## src/rtl/meas_pkg.sv

```systemverilog
`default_nettype none
// ============================================================================
// Module      : meas_pkg
// Description : Shared definitions for the temporal majority-vote stage:
//               vote FSM state encoding and a constant-evaluable clog2.
// Revision    : 1.0 - initial release
// ============================================================================
package meas_pkg;

  // Vote sequencer states, 3-bit encoding.
  typedef enum logic [2:0] {
    ST_IDLE = 3'd0,
    ST_REQ  = 3'd1,
    ST_WAIT = 3'd2,
    ST_ACC  = 3'd3,
    ST_DONE = 3'd4
  } state_t;

  // Ceiling log2, usable in parameter/localparam context.
  function automatic int clog2(input int value);
    int r;
    r = 0;
    while ((1 << r) < value) begin
      r = r + 1;
    end
    return r;
  endfunction

endpackage
`default_nettype wire

```

## src/rtl/meas_vote_cnt.sv

```systemverilog
`default_nettype none
// ============================================================================
// Module      : meas_vote_cnt
// Description : One per-bit vote counter with majority (and optionally
//               instability) decode of the value the counter is about to hold,
//               so the top can register the result on the same edge as the
//               final increment.
// Ports       : clk           in  system clock
//               rst_n         in  synchronous reset, active-low
//               clr           in  clear counter to zero
//               inc           in  increment counter by one
//               maj_nxt       out majority of the next count value
//               unstable_nxt  out minority >= C_MARGIN (PUF_VOTE_MASK_EN only)
// Config      : PUF_VOTE_MASK_EN adds the unstable_nxt port and decode.
// Revision    : 1.0 - initial release
// ============================================================================
module meas_vote_cnt #(
  parameter int C_ROUNDS   = 7,
  parameter int C_CNTWIDTH = 3
`ifdef PUF_VOTE_MASK_EN
  ,
  parameter int C_MARGIN   = 1
`endif
) (
  input  logic clk,
  input  logic rst_n,
  input  logic clr,
  input  logic inc,
  output logic maj_nxt
`ifdef PUF_VOTE_MASK_EN
  ,
  output logic unstable_nxt
`endif
);

  localparam logic [C_CNTWIDTH-1:0] c_half = C_CNTWIDTH'(C_ROUNDS / 2);

  logic [C_CNTWIDTH-1:0] r_cnt;
  logic [C_CNTWIDTH-1:0] w_cnt_nxt;

  assign w_cnt_nxt = clr ? '0 : (r_cnt + C_CNTWIDTH'(inc));

  always_ff @(posedge clk) begin
    if (!rst_n) begin
      r_cnt <= '0;
    end else begin
      r_cnt <= w_cnt_nxt;
    end
  end

  // Strictly greater than half: an even-round tie resolves to 0.
  assign maj_nxt = (w_cnt_nxt > c_half);

`ifdef PUF_VOTE_MASK_EN
  localparam logic [C_CNTWIDTH-1:0] c_rounds = C_CNTWIDTH'(C_ROUNDS);
  localparam logic [C_CNTWIDTH-1:0] c_margin = C_CNTWIDTH'(C_MARGIN);

  logic [C_CNTWIDTH-1:0] w_minority;

  // The losing side of the vote is whichever count is not above half.
  assign w_minority   = maj_nxt ? (c_rounds - w_cnt_nxt) : w_cnt_nxt;
  assign unstable_nxt = (w_minority >= c_margin);
`endif

endmodule
`default_nettype wire

```

## src/rtl/meas_vote.sv

```systemverilog
`default_nettype none
// ============================================================================
// Module      : meas_vote
// Description : Temporal majority-vote stage behind the PUF measurement core.
//               Requests C_ROUNDS measurements, counts ones per ID bit and
//               presents the per-bit majority ID with a valid/ready handshake.
// Ports       : I_sclk        in  system clock
//               I_rst_n       in  synchronous reset, active-low
//               I_start       in  begin a vote run (only while idle)
//               O_busy        out run in progress
//               O_meas_start  out one-cycle measurement request
//               I_id          in  raw ID from measurement core
//               I_id_valid    in  one-cycle raw ID strobe
//               O_id          out voted ID
//               O_id_valid    out voted ID available until I_id_ready
//               I_id_ready    in  consumer accepts O_id
//               O_err         out one-cycle timeout abort pulse
//               O_round       out completed rounds in current run
//               O_unstable    out per-bit instability flags (PUF_VOTE_MASK_EN)
// Config      : PUF_VOTE_MASK_EN adds O_unstable.
// Revision    : 1.0 - initial release
// ============================================================================
module meas_vote
  import meas_pkg::*;
#(
  parameter int C_IDWIDTH  = 24,
  parameter int C_ROUNDS   = 7,
  parameter int C_CNTWIDTH = 3,
  parameter int C_TIMEOUT  = 4096,
  parameter int C_MARGIN   = 1
) (
  input  logic                 I_sclk,
  input  logic                 I_rst_n,
  input  logic                 I_start,
  output logic                 O_busy,
  output logic                 O_meas_start,
  input  logic [C_IDWIDTH-1:0] I_id,
  input  logic                 I_id_valid,
  output logic [C_IDWIDTH-1:0] O_id,
  output logic                 O_id_valid,
  input  logic                 I_id_ready,
  output logic                 O_err,
  output logic [7:0]           O_round
`ifdef PUF_VOTE_MASK_EN
  ,
  output logic [C_IDWIDTH-1:0] O_unstable
`endif
);

  localparam int              c_tw     = (clog2(C_TIMEOUT) < 1) ? 1 : clog2(C_TIMEOUT);
  localparam logic [c_tw-1:0] c_tmax   = c_tw'(C_TIMEOUT - 1);
  localparam logic [7:0]      c_rounds = 8'(C_ROUNDS);

  state_t                 r_state;
  state_t                 w_state_nxt;
  logic [c_tw-1:0]        r_timer;
  logic [7:0]             r_round;
  logic [C_IDWIDTH-1:0]   r_id_raw;
  logic [C_IDWIDTH-1:0]   r_id_out;
  logic [C_IDWIDTH-1:0]   w_maj;
  logic                   w_clr;
  logic                   w_inc_en;
  logic                   w_last;

  assign w_clr    = (r_state == ST_IDLE) && I_start;
  assign w_inc_en = (r_state == ST_ACC);
  assign w_last   = ((r_round + 8'd1) == c_rounds);

  // --------------------------------------------------------------------------
  // Per-bit vote counters
  // --------------------------------------------------------------------------
`ifdef PUF_VOTE_MASK_EN
  logic [C_IDWIDTH-1:0] w_unst;
  logic [C_IDWIDTH-1:0] r_unst;
`endif

  for (genvar b = 0; b < C_IDWIDTH; b++) begin : g_bit
    meas_vote_cnt #(
      .C_ROUNDS   (C_ROUNDS),
      .C_CNTWIDTH (C_CNTWIDTH)
`ifdef PUF_VOTE_MASK_EN
      ,
      .C_MARGIN   (C_MARGIN)
`endif
    ) u_cnt (
      .clk          (I_sclk),
      .rst_n        (I_rst_n),
      .clr          (w_clr),
      .inc          (w_inc_en & r_id_raw[b]),
      .maj_nxt      (w_maj[b])
`ifdef PUF_VOTE_MASK_EN
      ,
      .unstable_nxt (w_unst[b])
`endif
    );
  end

`ifndef PUF_VOTE_MASK_EN
  // The margin only shapes the instability flags, which this build omits.
  if (C_MARGIN < 0) begin : g_no_mask
  end
`endif

  // --------------------------------------------------------------------------
  // Sequencer: next state and combinational outputs
  // --------------------------------------------------------------------------
  always_comb begin
    w_state_nxt  = r_state;
    O_meas_start = 1'b0;
    O_err        = 1'b0;
    O_busy       = (r_state != ST_IDLE);
    O_id_valid   = (r_state == ST_DONE);
    case (r_state)
      ST_IDLE: begin
        if (I_start) w_state_nxt = ST_REQ;
      end
      ST_REQ: begin
        O_meas_start = 1'b1;
        w_state_nxt  = ST_WAIT;
      end
      ST_WAIT: begin
        // A raw ID arriving on the final timer cycle still counts.
        if (I_id_valid) begin
          w_state_nxt = ST_ACC;
        end else if (r_timer == c_tmax) begin
          O_err       = 1'b1;
          w_state_nxt = ST_IDLE;
        end
      end
      ST_ACC: begin
        w_state_nxt = w_last ? ST_DONE : ST_REQ;
      end
      ST_DONE: begin
        if (I_id_ready) w_state_nxt = ST_IDLE;
      end
      default: begin
        w_state_nxt = ST_IDLE;
      end
    endcase
  end

  // --------------------------------------------------------------------------
  // Sequencer: registers
  // --------------------------------------------------------------------------
  always_ff @(posedge I_sclk) begin
    if (!I_rst_n) begin
      r_state  <= ST_IDLE;
      r_timer  <= '0;
      r_round  <= '0;
      r_id_raw <= '0;
      r_id_out <= '0;
`ifdef PUF_VOTE_MASK_EN
      r_unst   <= '0;
`endif
    end else begin
      r_state <= w_state_nxt;
      case (r_state)
        ST_IDLE: begin
          if (I_start) r_round <= '0;
        end
        ST_REQ: begin
          r_timer <= '0;
        end
        ST_WAIT: begin
          if (I_id_valid) begin
            r_id_raw <= I_id;
          end else begin
            r_timer <= r_timer + c_tw'(1);
          end
        end
        ST_ACC: begin
          r_round <= r_round + 8'd1;
          // Decode uses the post-increment counts, so the result is ready
          // on the same edge that enters DONE.
          if (w_last) begin
            r_id_out <= w_maj;
`ifdef PUF_VOTE_MASK_EN
            r_unst   <= w_unst;
`endif
          end
        end
        default: begin
        end
      endcase
    end
  end

  assign O_id    = r_id_out;
  assign O_round = r_round;
`ifdef PUF_VOTE_MASK_EN
  assign O_unstable = r_unst;
`endif

endmodule
`default_nettype wire

```

## config.mk

```make
export PLATFORM = sky130hd
export DESIGN_NAME = meas_vote
export DESIGN_NICKNAME = d
export VERILOG_FILES = /design/src/rtl/meas_pkg.sv /design/src/rtl/meas_vote_cnt.sv /design/src/rtl/meas_vote.sv
export SDC_FILE = /design/constraint.sdc
export NUM_CORES = 1
export LEC_CHECK = 0
export ABC_AREA = 1
export BUFFER_PORTS_ARGS = -buffer_cell sky130_fd_sc_hd__buf_4
export CELL_PAD_IN_SITES_DETAIL_PLACEMENT = 0
export CELL_PAD_IN_SITES_GLOBAL_PLACEMENT = 1
export CORE_ASPECT_RATIO = 0.6
export CORE_MARGIN = 1.5
export CORE_UTILIZATION = 41
export CTS_BUF_LIST = sky130_fd_sc_hd__clkbuf_8
export DETAILED_ROUTE_END_ITERATION = 16
export GPL_TIMING_DRIVEN = 0
export HOLD_SLACK_MARGIN = 0.06
export PLACE_DENSITY_LB_ADDON = 0.1
export SKIP_CTS_REPAIR_TIMING = 1
export SYNTH_ARGS = -nofsm -noshare
export SYNTH_HDL_FRONTEND = slang
export SYNTH_SLANG_ARGS = --single-unit
```

## constraint.sdc

```tcl
create_clock -name I_sclk -period 1.9 [get_ports I_sclk]
set_input_delay 0.38 -clock I_sclk [delete_from_list [all_inputs] [get_ports I_sclk]]
set_output_delay 0.38 -clock I_sclk [all_outputs]
set_load 0.01 [all_outputs]
```

==> results of run 1 <==
## state kept, by name, indices dropped and copies added (netlist names)
register,count
O_round,8
r_state,3
g_bit.u_cnt.r_cnt,72
r_timer,12
O_id,24
r_id_raw,24
## power by group
group | internal [uW] | leakage [uW] | switching [uW]
Clock | 1330 | 0.000197 | 1220
Combinational | 208 | 0.00209 | 422
Sequential | 3070 | 0.00116 | 45.0
Total | 4610 | 0.00344 | 1680
## layer usage
| layer | wire (um) | track usage (%) | up-vias |
|---|---|---|---|
| li1 | - | - | 2664 |
| met1 | 7300 | 24.8 | 2355 |
| met2 | 5960 | 26.1 | 70 |
| met3 | 412 | 3.19 | 15 |
| met4 | 153 | 6.48 | 0 |
| met5 | 0 | 0 | - |
## Yosys cell counts
cell | n | share of area, %
buf_6 | 2 | 0.37
nor2_1 | 140 | 8.5
inv_1 | 125 | 7.6
a31oi_1 | 1 | 0.10
nand2_1 | 137 | 8.3
ha_1 | 51 | 10
nor3b_1 | 1 | 0.12
nand2_2 | 3 | 0.30
a21oi_1 | 42 | 3.4
buf_1 | 1 | 0.061
nand4_1 | 29 | 2.9
a211oi_1 | 2 | 0.24
clkbuf_1 | 21 | 1.3
inv_2 | 7 | 0.43
o21ai_0 | 25 | 2.0
xor2_1 | 25 | 3.6
buf_2 | 8 | 0.65
dfxtp_1 | 143 | 46
or2_2 | 1 | 0.10
nand3_4 | 1 | 0.28
nor2_8 | 2 | 0.65
nand3_1 | 9 | 0.73
or2_0 | 1 | 0.10
o21ai_1 | 5 | 0.41
nor3_1 | 11 | 0.89
## kinds of logic after synthesis
family,count (synthesis),share of synthesized area (%)
buffers and inverters,164,10.4
DFF,143,46.5
xor gates and xnor gates,25,3.55
AOI/OAI and AO/OA,75,6.20
adders and majority gates,51,10.4
and+or+nand+nor,335,23.0
## layout make-up
type                            instances  share of cell area (%)
Multi-Input combinational cell        487                    37.9
Timing Repair Buffer                   80                    8.32
Clock buffer                           18                    3.15
Inverter                              132                    6.31
Clock inverter                         13                    2.06
Sequential cell                       143                    36.7
Buffer                                 32                    2.39
Tap cell                              198                    3.15
## worst register-to-register path, stage by stage (launching register included)
cell and delay, ns:
dfxtp_2 0.37, inv_2 0.05, nor2_4 0.11, nand2_4 0.14, buf_8 0.19, nor2_1 0.10, ha_1 0.16, ha_2 0.20
xor2_2 0.17, nand2_1 0.10, nand4_1 0.10, nand2_1 0.06, nor2_1 0.09
## worst paths after layout
| check | start | to | slack (ns) | depth (start not counted) |
|---|---|---|---|---|
| min | I_id[22] | r_id_raw[22]$_SDFFE_PN0P_ | 0.22 | 3 |
| max reg2reg | r_state[1]$_SDFFE_PN0P_ | O_id[8]$_SDFFE_PN0P_ | 0.01 | 12 |
| max | r_timer[1]$_SDFFE_PN0P_ | O_err | -0.09 | 6 |
| min reg2reg | r_id_raw[0]$_SDFFE_PN0P_ | r_id_raw[0]$_SDFFE_PN0P_ | 0.46 | 2 |
## stage by stage
step | power, uW | instance area [um^2]
2_1_floorplan | 3520 | 6160
3_3_place_gp | 3720 | 6890
3_5_place_dp | 3730 | 6890
4_1_cts | 6250 | 7300
5_1_grt | 6560 | 7850
6_report | 6290 | 7850
==> results.ini, run 1 <==
[setup_path]
cp.arrival_ns = 1.61
worst_path_max_delay_cell = dfxtp_2
start_kind = register
crit_buf_inv = 1
path_max_fanout = 2
worst_ep_required_time_ns = 1.52
cp_cell_sequence = ha_4 > nand2_4 > nor3_4 > nand3_2 > nor2_1 > buf_4
crit_family = simple AND/OR/NAND/NOR gates
critPathMaxStageDelay_ns = 0.37
criticalPathCategory = register to output port
cp-end-kind = output port

[synthesis]
postSynthRegisterBits = 143
syn_area_per_cell_um2 = 7.77
ys_types = 25
ys_seq_area_share_pct = 46.5
ys_warn_count = 0
synthCells = 793
syn_nets = 873
synth_area_um2 = 6160

[status]
outcome = complete, but fails checks
violations = negative setup slack

[timing]
hold_violations = 0
tightest_slew_ns = 0.642
final.period_utilization_pct = 105
slew_headroom_pct = 57.2
skew_ns = 0.0127
fin_crit_ns = 1.99
rsz0062_at_grt = yes
whs_ns = 0.219
max_clock_freq_ghz = 0.504
fin_setup_tns_ns = -0.0856
drv_slew = 0
fin_ws_ns = -0.0856
setup_viol = 1

[clocking]
cts_sinks = 143
cts.clk_slew.worst_paths_ns = 0.09
cts_tree = yes
h-tree-depth = 4
clock_latency_ns = 0.44
cts_made_buffers = 17
cts_root_buf = clkbuf_8
cts_buffer_depth = 2

[grt]
grt_first_pass_wirelength_mm = 21.6
antenna_found_initial = 0
grt_use_total_pct = 17.4
first_global_vias = 4596
overflow = 0
grt_max_degree = 17

[place]
port_buffers = 64
dp_slack_ns = -0.502
dp_hpwl_mm = 9.80
place_inst = 1055
gp_congestion = 0.805

[floorplan]
rows = 34
io-pin-count = 65
start_util_pct = 42.2
coreArea_um2 = 14600
die_height_um = 97.9
die_area_um2 = 15800
die_w_um = 161

[final_layout]
multi_input_area_um2 = 2980
regArea_um2 = 2880
drive_gt1_share_pct = 22.9
final_core_util_pct = 53.8
fillCellCount = 1397
layout_commonest_cell = dfxtp_1
final_cell_mix = 135 x dfxtp_1, 125 x nor2_1, 125 x nand2_1, 124 x inv_1, 77 x buf_4
finalNonFillerCells = 1103
diodes = 0
area_growth_pct = 27.5
nets = 973

[routing]
drt_iter0_drc = 176
detail_route.wirelength_mm = 13.8
drtAntennaViolNets = 0
drt_pass1_iterations = 4
post_drt_wl_per_cell_um = 12.5
vias = 5104
via_per_inst = 4.63
route.detailed.drc = 0

[power]
p_per_area_nw_per_um2 = 801
vdd_ir_drop_max_mv = 0.398
power.leakage_uw = 0.00344

[flow_run]
cap_violations = 0

[hold_path]
hp-class = primary input to register

(Power assumes the default switching activity.)
==> inputs of run 2 (changes only) <==
--- a/config.mk
+++ b/config.mk
@@ -12,3 +12,3 @@
 export CORE_ASPECT_RATIO = 0.6
-export CORE_MARGIN = 1.5
+export CORE_MARGIN = 8
 export CORE_UTILIZATION = 41
==> constraint.sdc (replaced) <==
create_clock -name I_sclk -period 1.9 [get_ports I_sclk]
set_input_delay 0.285 -clock I_sclk [delete_from_list [all_inputs] [get_ports I_sclk]]
set_output_delay 0.285 -clock I_sclk [all_outputs]
set_load 0.01 [all_outputs]
==> run 2 against run 1 <==
Compared with the run above:
- the flow now finishes without violations
- clock-buffer cell count grew 1
- critical path depth is the same
- worst hold slack lost 0.086 ns
- sequential power is essentially flat
- first-iteration DRC count grew 10%
- critical path type unchanged
- largest cell class is now flip-flops and latches
- largest power group unchanged
- highest routed layer unchanged
==> results.ini, run 2 (same netlist as run 1, synthesis figures left out) <==
[routing]
routed.top_layer = met4
drtAntennaViolNets = 0
post_drt_wl_per_cell_um = 12.4
vias = 5114
met3_length_um = 535
wirelength_met1_mm = 6.93
detail_route.wirelength_mm = 13.6
route.detailed.drc = 0
via_per_inst = 4.66
wl_met2_mm = 5.94
drt_iter0_drc = 194
drt_pass1_iterations = 4

[grt]
grt_max_degree = 17
antenna_found_initial = 0
overflow = 0
grt_use_total_pct = 14.1
first_global_vias = 4916
grt_first_pass_wirelength_mm = 22.5

[timing]
fin_setup_tns_ns = 0
final.period_utilization_pct = 98.2
whs_ns = 0.134
tightest_slew_ns = 0.599
setup_viol = 0
slew_headroom_pct = 59.8
drv_slew = 0
hold_violations = 0
max_clock_freq_ghz = 0.536
skew_ns = 0.0123
fin_crit_ns = 1.87
rsz0062_at_grt = yes

[place]
gp_congestion = 0.782
port_buffers = 64
dp_hpwl_mm = 10.3
dpl_cell_area_um2 = 6890

[final_layout]
nets = 967
final_cell_mix = 134 x dfxtp_1, 134 x nor2_1, 133 x nand2_1, 125 x inv_1, 75 x buf_4
drive_gt1_share_pct = 18.0
fillCellCount = 1406
diodes = 0
area_growth_pct = 22.8
largest_reg_flops = 72
largest_register = g_bit.u_cnt.r_cnt
final_cell_area_um2 = 7560

[setup_path]
start_kind = register
worstSetupPathDepth = 6
path_max_fanout = 4
worst_path_max_delay_cell = dfxtp_4
timing.rr.end = O_id[13]$_SDFFE_PN0P_
crit_family = simple AND/OR/NAND/NOR gates
cp.arrival_ns = 1.58
criticalPathCategory = register to output port
worst_ep_required_time_ns = 1.62
crit_buf_inv = 1
reg2reg_depth = 11
cp-end-kind = output port
cp_cell_sequence = ha_4 > nand2_4 > nor3_4 > nand3_2 > nor2_1 > buf_4
crit_end = O_err
cp-startpoint = r_timer[0]$_SDFFE_PN0P_
critPathMaxStageDelay_ns = 0.38
r2r_slack_ns = 0.06
r2r_start = r_state[2]$_SDFFE_PN0P_

[floorplan]
die_height_um = 111
start_util_pct = 42.2
rows = 34
coreArea_um2 = 14600
die_area_um2 = 19300
io-pin-count = 65
die_w_um = 174

[power]
seqPwrFrac_pct = 49.7
switching_share_pct = 25.9
p_comb_share_pct = 9.7
p_per_area_nw_per_um2 = 829
p_switching_uw = 1630
power.leakage_uw = 0.00346
intPower_uw = 4650
vdd_ir_drop_max_mv = 0.371
clock_power_share_pct = 40.6

[clocking]
clock_latency_ns = 0.42
cts.clk_slew.worst_paths_ns = 0.09
cts_buffer_depth = 2
h-tree-depth = 4
cts_root_buf = clkbuf_8
cts_sinks = 143
cts_tree = yes
cts_made_buffers = 17

[hold_path]
holdPathStages = 3
hp-class = primary input to register

[flow_run]
cap_violations = 0

[status]
outcome = complete, no violations

[run 2: how the worst min path moves through the flow]
stage	from	end
2_1_floorplan	r_timer[4]$_SDFFE_PN0P_	r_timer[4]$_SDFFE_PN0P_
4_1_cts	I_id[7]	r_id_raw[7]$_SDFFE_PN0P_
5_1_grt	I_id[14]	r_id_raw[14]$_SDFFE_PN0P_
6_report	I_id[7]	r_id_raw[7]$_SDFFE_PN0P_
3_5_place_dp	r_id_raw[18]$_SDFFE_PN0P_	r_id_raw[18]$_SDFFE_PN0P_
3_3_place_gp	r_timer[4]$_SDFFE_PN0P_	r_timer[4]$_SDFFE_PN0P_
[run 2: final cells by class]
class / count / area (um^2) / area share [%]
Clock buffer: 19 / 262 / 3.46
Multi-Input combinational cell: 486 / 2760 / 36.5
Clock inverter: 13 / 160 / 2.12
Tap cell: 198 / 248 / 3.28
Inverter: 132 / 495 / 6.55
Sequential cell: 143 / 2880 / 38.1
Timing Repair Buffer: 75 / 581 / 7.68
Buffer: 32 / 179 / 2.37
[run 2: per-layer routing]
layer / vias up / track usage [%]
met5: - / 0
met4: 0 / 4.71
met3: 14 / 3.40
met2: 77 / 21.7
met1: 2376 / 18.8
li1: 2647 / -
[run 2: per-stage QoR]
step	worst slack, ns	std cells	total power [uW]	util (%)
floorplan	0.0599	793	3520	-
global placement	-0.528	1055	3720	47.2
detailed placement	-0.496	1055	3730	47.2
CTS	-0.543	1087	6280	50.1
global route	-0.0815	1098	6580	51.8
finish	0.0347	1098	6270	51.8
[run 2: power groups by stage]
stage | clock network [uW] | registers, uW | logic, uW
floorplan | 0 | 3170 | 355
global placement | 0 | 3170 | 547
detailed placement | 0 | 3170 | 559
CTS | 2610 | 3100 | 561
global route | 2770 | 3130 | 688
finish | 2550 | 3120 | 610
[run 2: worst reg2reg max path, cell delays in order, from the launching register on]
cell     delay (ns)
dfxtp_2        0.38
nor2_4         0.06
nand2_4        0.14
buf_8          0.17
nor2_1         0.05
ha_1           0.17
ha_1           0.20
xor2_1         0.17
nand2_1        0.12
nand4_1        0.12
nand2_1        0.09
nor2_1         0.04
==> inputs of run 3 (changes only) <==
ABC_AREA = not set   (was 1)
CORE_MARGIN = 5   (was 8)
CORE_UTILIZATION = 43   (was 41)
==> run 3 against run 2 <==
Compared with the run above:
- the flow now finishes with violations (negative setup slack)
- sequential cell count stayed put
- first-iteration DRC count is 3.1% lower
- sequential share of layout area is 3.2 points lower
- synthesized cell count is 23% lower
- register-to-register slack worse by 0.14 ns
- total power is 5.8% lower
- via count is 14% lower
- clock power is 3% lower
- wire length is 3.5% higher
- final cell count is 16% lower
- maximum frequency is 14% lower
==> results.ini, run 3 <==
[floorplan]
die_height_um = 102
start_util_pct = 44.0
coreArea_um2 = 13700
die_w_um = 163
io-pin-count = 65
rows = 33
die_area_um2 = 16600

[routing]
detail_route.wirelength_mm = 14.1
drtAntennaViolNets = 0
post_drt_wl_per_cell_um = 15.4
drt_pass1_iterations = 4
drt_iter0_drc = 188
via_per_inst = 4.80
route.detailed.drc = 0
vias = 4406

[synthesis]
syn_area_per_cell_um2 = 9.90
ys_seq_area_share_pct = 47.5
synthCells = 609
synth.top_cell.area_share_pct = 47.5
ys_warn_count = 0
yosysTopAreaCell = dfxtp_1
async_reset_ff_share_pct = 0
syn_nets = 689
yosys-top-cells-count = 143 x dfxtp_1, 111 x nand2_1, 73 x and2_1
postSynthRegisterBits = 143
synth_area_um2 = 6030
synth_most_common_cell = dfxtp_1
ys_types = 51
synth.area.top_cells = dfxtp_1 47%, ha_1 11%, and2_1 7.6%, nand2_1 6.9%, xor2_1 4.5%
synth_edf_count = 0
synth_flop_cell = dfxtp_1

[grt]
first_global_vias = 4185
overflow = 0
antenna_found_initial = 0
grt_use_total_pct = 16.6
grt_max_degree = 17
grt_first_pass_wirelength_mm = 21.3

[timing]
drv_slew = 0
fin_crit_ns = 2.18
setup_viol = 12
whs_ns = 0.0846
slew_headroom_pct = 58.3
max_clock_freq_ghz = 0.459
hold_violations = 0
rsz0062_at_grt = yes
tightest_slew_ns = 0.625
skew_ns = 0.0172
fin_setup_tns_ns = -0.552
fin_ws_ns = -0.280
final.period_utilization_pct = 115

[clocking]
h-tree-depth = 4
cts_made_buffers = 17
cts.clk_slew.worst_paths_ns = 0.09
cts_root_buf = clkbuf_8
cts_sinks = 143
cts_tree = yes
cts_buffer_depth = 2
clock_latency_ns = 0.44

[power]
p_comb_share_pct = 6.6
switching_share_pct = 25.4
intPower_uw = 4400
p_switching_uw = 1500
p_per_area_nw_per_um2 = 716
power.leakage_uw = 0.00353
vdd_ir_drop_max_mv = 0.378
clock_power_share_pct = 42.0
seqPwrFrac_pct = 51.3

[place]
port_buffers = 63
dp_slack_ns = -0.584
dp_hpwl_mm = 9.03
gp_congestion = 0.801

[final_layout]
drive_gt1_share_pct = 33.7
final_cell_mix = 134 x dfxtp_1, 108 x nand2_1, 74 x buf_4, 49 x and2_1, 49 x ha_4
largest_register = g_bit.u_cnt.r_cnt
diodes = 0
layout_commonest_cell = dfxtp_1
area_growth_pct = 36.8
nets = 792
largest_reg_flops = 72

[setup_path]
criticalPathCategory = register to output port
cp.arrival_ns = 1.90
start_kind = register
path_max_fanout = 5
cp-end-kind = output port
worst_ep_required_time_ns = 1.62

[hold_path]
hp-class = primary input to register

[status]
outcome = complete, but fails checks
violations = negative setup slack

[flow_run]
cap_violations = 0

-- run 3: worst max-delay path, cell delays in order, from the launching register on --
cell     delay [ns]
dfxtp_4        0.39
ha_4           0.16
nand2_4        0.07
or4b_4         0.51
nor4_4         0.15
buf_4          0.16
-- run 3: cells by family (layout without fill, tap and decap cells) --
family | count (synthesis) | in the layout | share of synthesized area [%]
AND/OR/NAND/NOR | 237 | 237 | 20.9
flip-flops | 143 | 143 | 47.5
XOR/XNOR | 33 | 33 | 4.79
adder cells (fa/ha/maj) | 51 | 51 | 10.6
multiplexers | 24 | 24 | 3.98
buffers and inverters | 58 | 174 | 4.40
AO/OA/AOI/OAI | 63 | 63 | 7.90
-- run 3: area by class of cell --
cell class / instances / area [um^2]
buffer: 27 / 206
clock buffer: 18 / 248
multi-input combinational: 408 / 3680
timing repair buffer: 86 / 727
tap: 192 / 240
fill: 1190 / 5460
sequential: 143 / 2880
inverter: 29 / 116
clock inverter: 14 / 156
-- run 3: power by group through the flow --
stage | Sequential (uW) | Clock, uW | Combinational (uW)
after floorplan | 3100 | 0 | 177
after global placement | 3100 | 0 | 308
after detailed placement | 3100 | 0 | 315
after CTS | 3030 | 2550 | 315
after global routing | 3040 | 2690 | 427
final | 3030 | 2480 | 392
-- run 3: metrics by stage --
| stage | instances | util, % | total power [uW] | instance area (um^2) |
|---|---|---|---|---|
| 6_report | 917 | 60.2 | 5910 | 8250 |
| 4_1_cts | 896 | 52.3 | 5900 | 7170 |
| 2_1_floorplan | 609 | - | 3280 | 6050 |
| 3_5_place_dp | 864 | 49.4 | 3420 | 6770 |
| 5_1_grt | 917 | 60.2 | 6150 | 8250 |
| 3_3_place_gp | 864 | 49.4 | 3410 | 6770 |
-- run 3: path summary, 6_finish.rpt --
check                           slack [ns]                                  end                      from  depth (start not counted)
worst max register to register       -0.08  g_bit[20].u_cnt.r_cnt[2]$_SDFF_PN0_   r_state[1]$_SDFFE_PN0P_                         11
worst min-delay path                  0.08            r_id_raw[21]$_SDFFE_PN0P_                  I_id[21]                          3
worst max-delay path                 -0.28                                O_err   r_timer[0]$_SDFFE_PN0P_                          5
worst min register to register        0.46             r_id_raw[6]$_SDFFE_PN0P_  r_id_raw[6]$_SDFFE_PN0P_                          2
-- run 3: routing by layer --
metal | wire length, um | vias up | global-route usage, %
met2 | 6390 | 84 | 24.0
met5 | 0 | - | 0
li1 | - | 2223 | -
met1 | 6900 | 2088 | 23.8
met4 | 150 | 0 | 6.89
met3 | 645 | 11 | 3.82
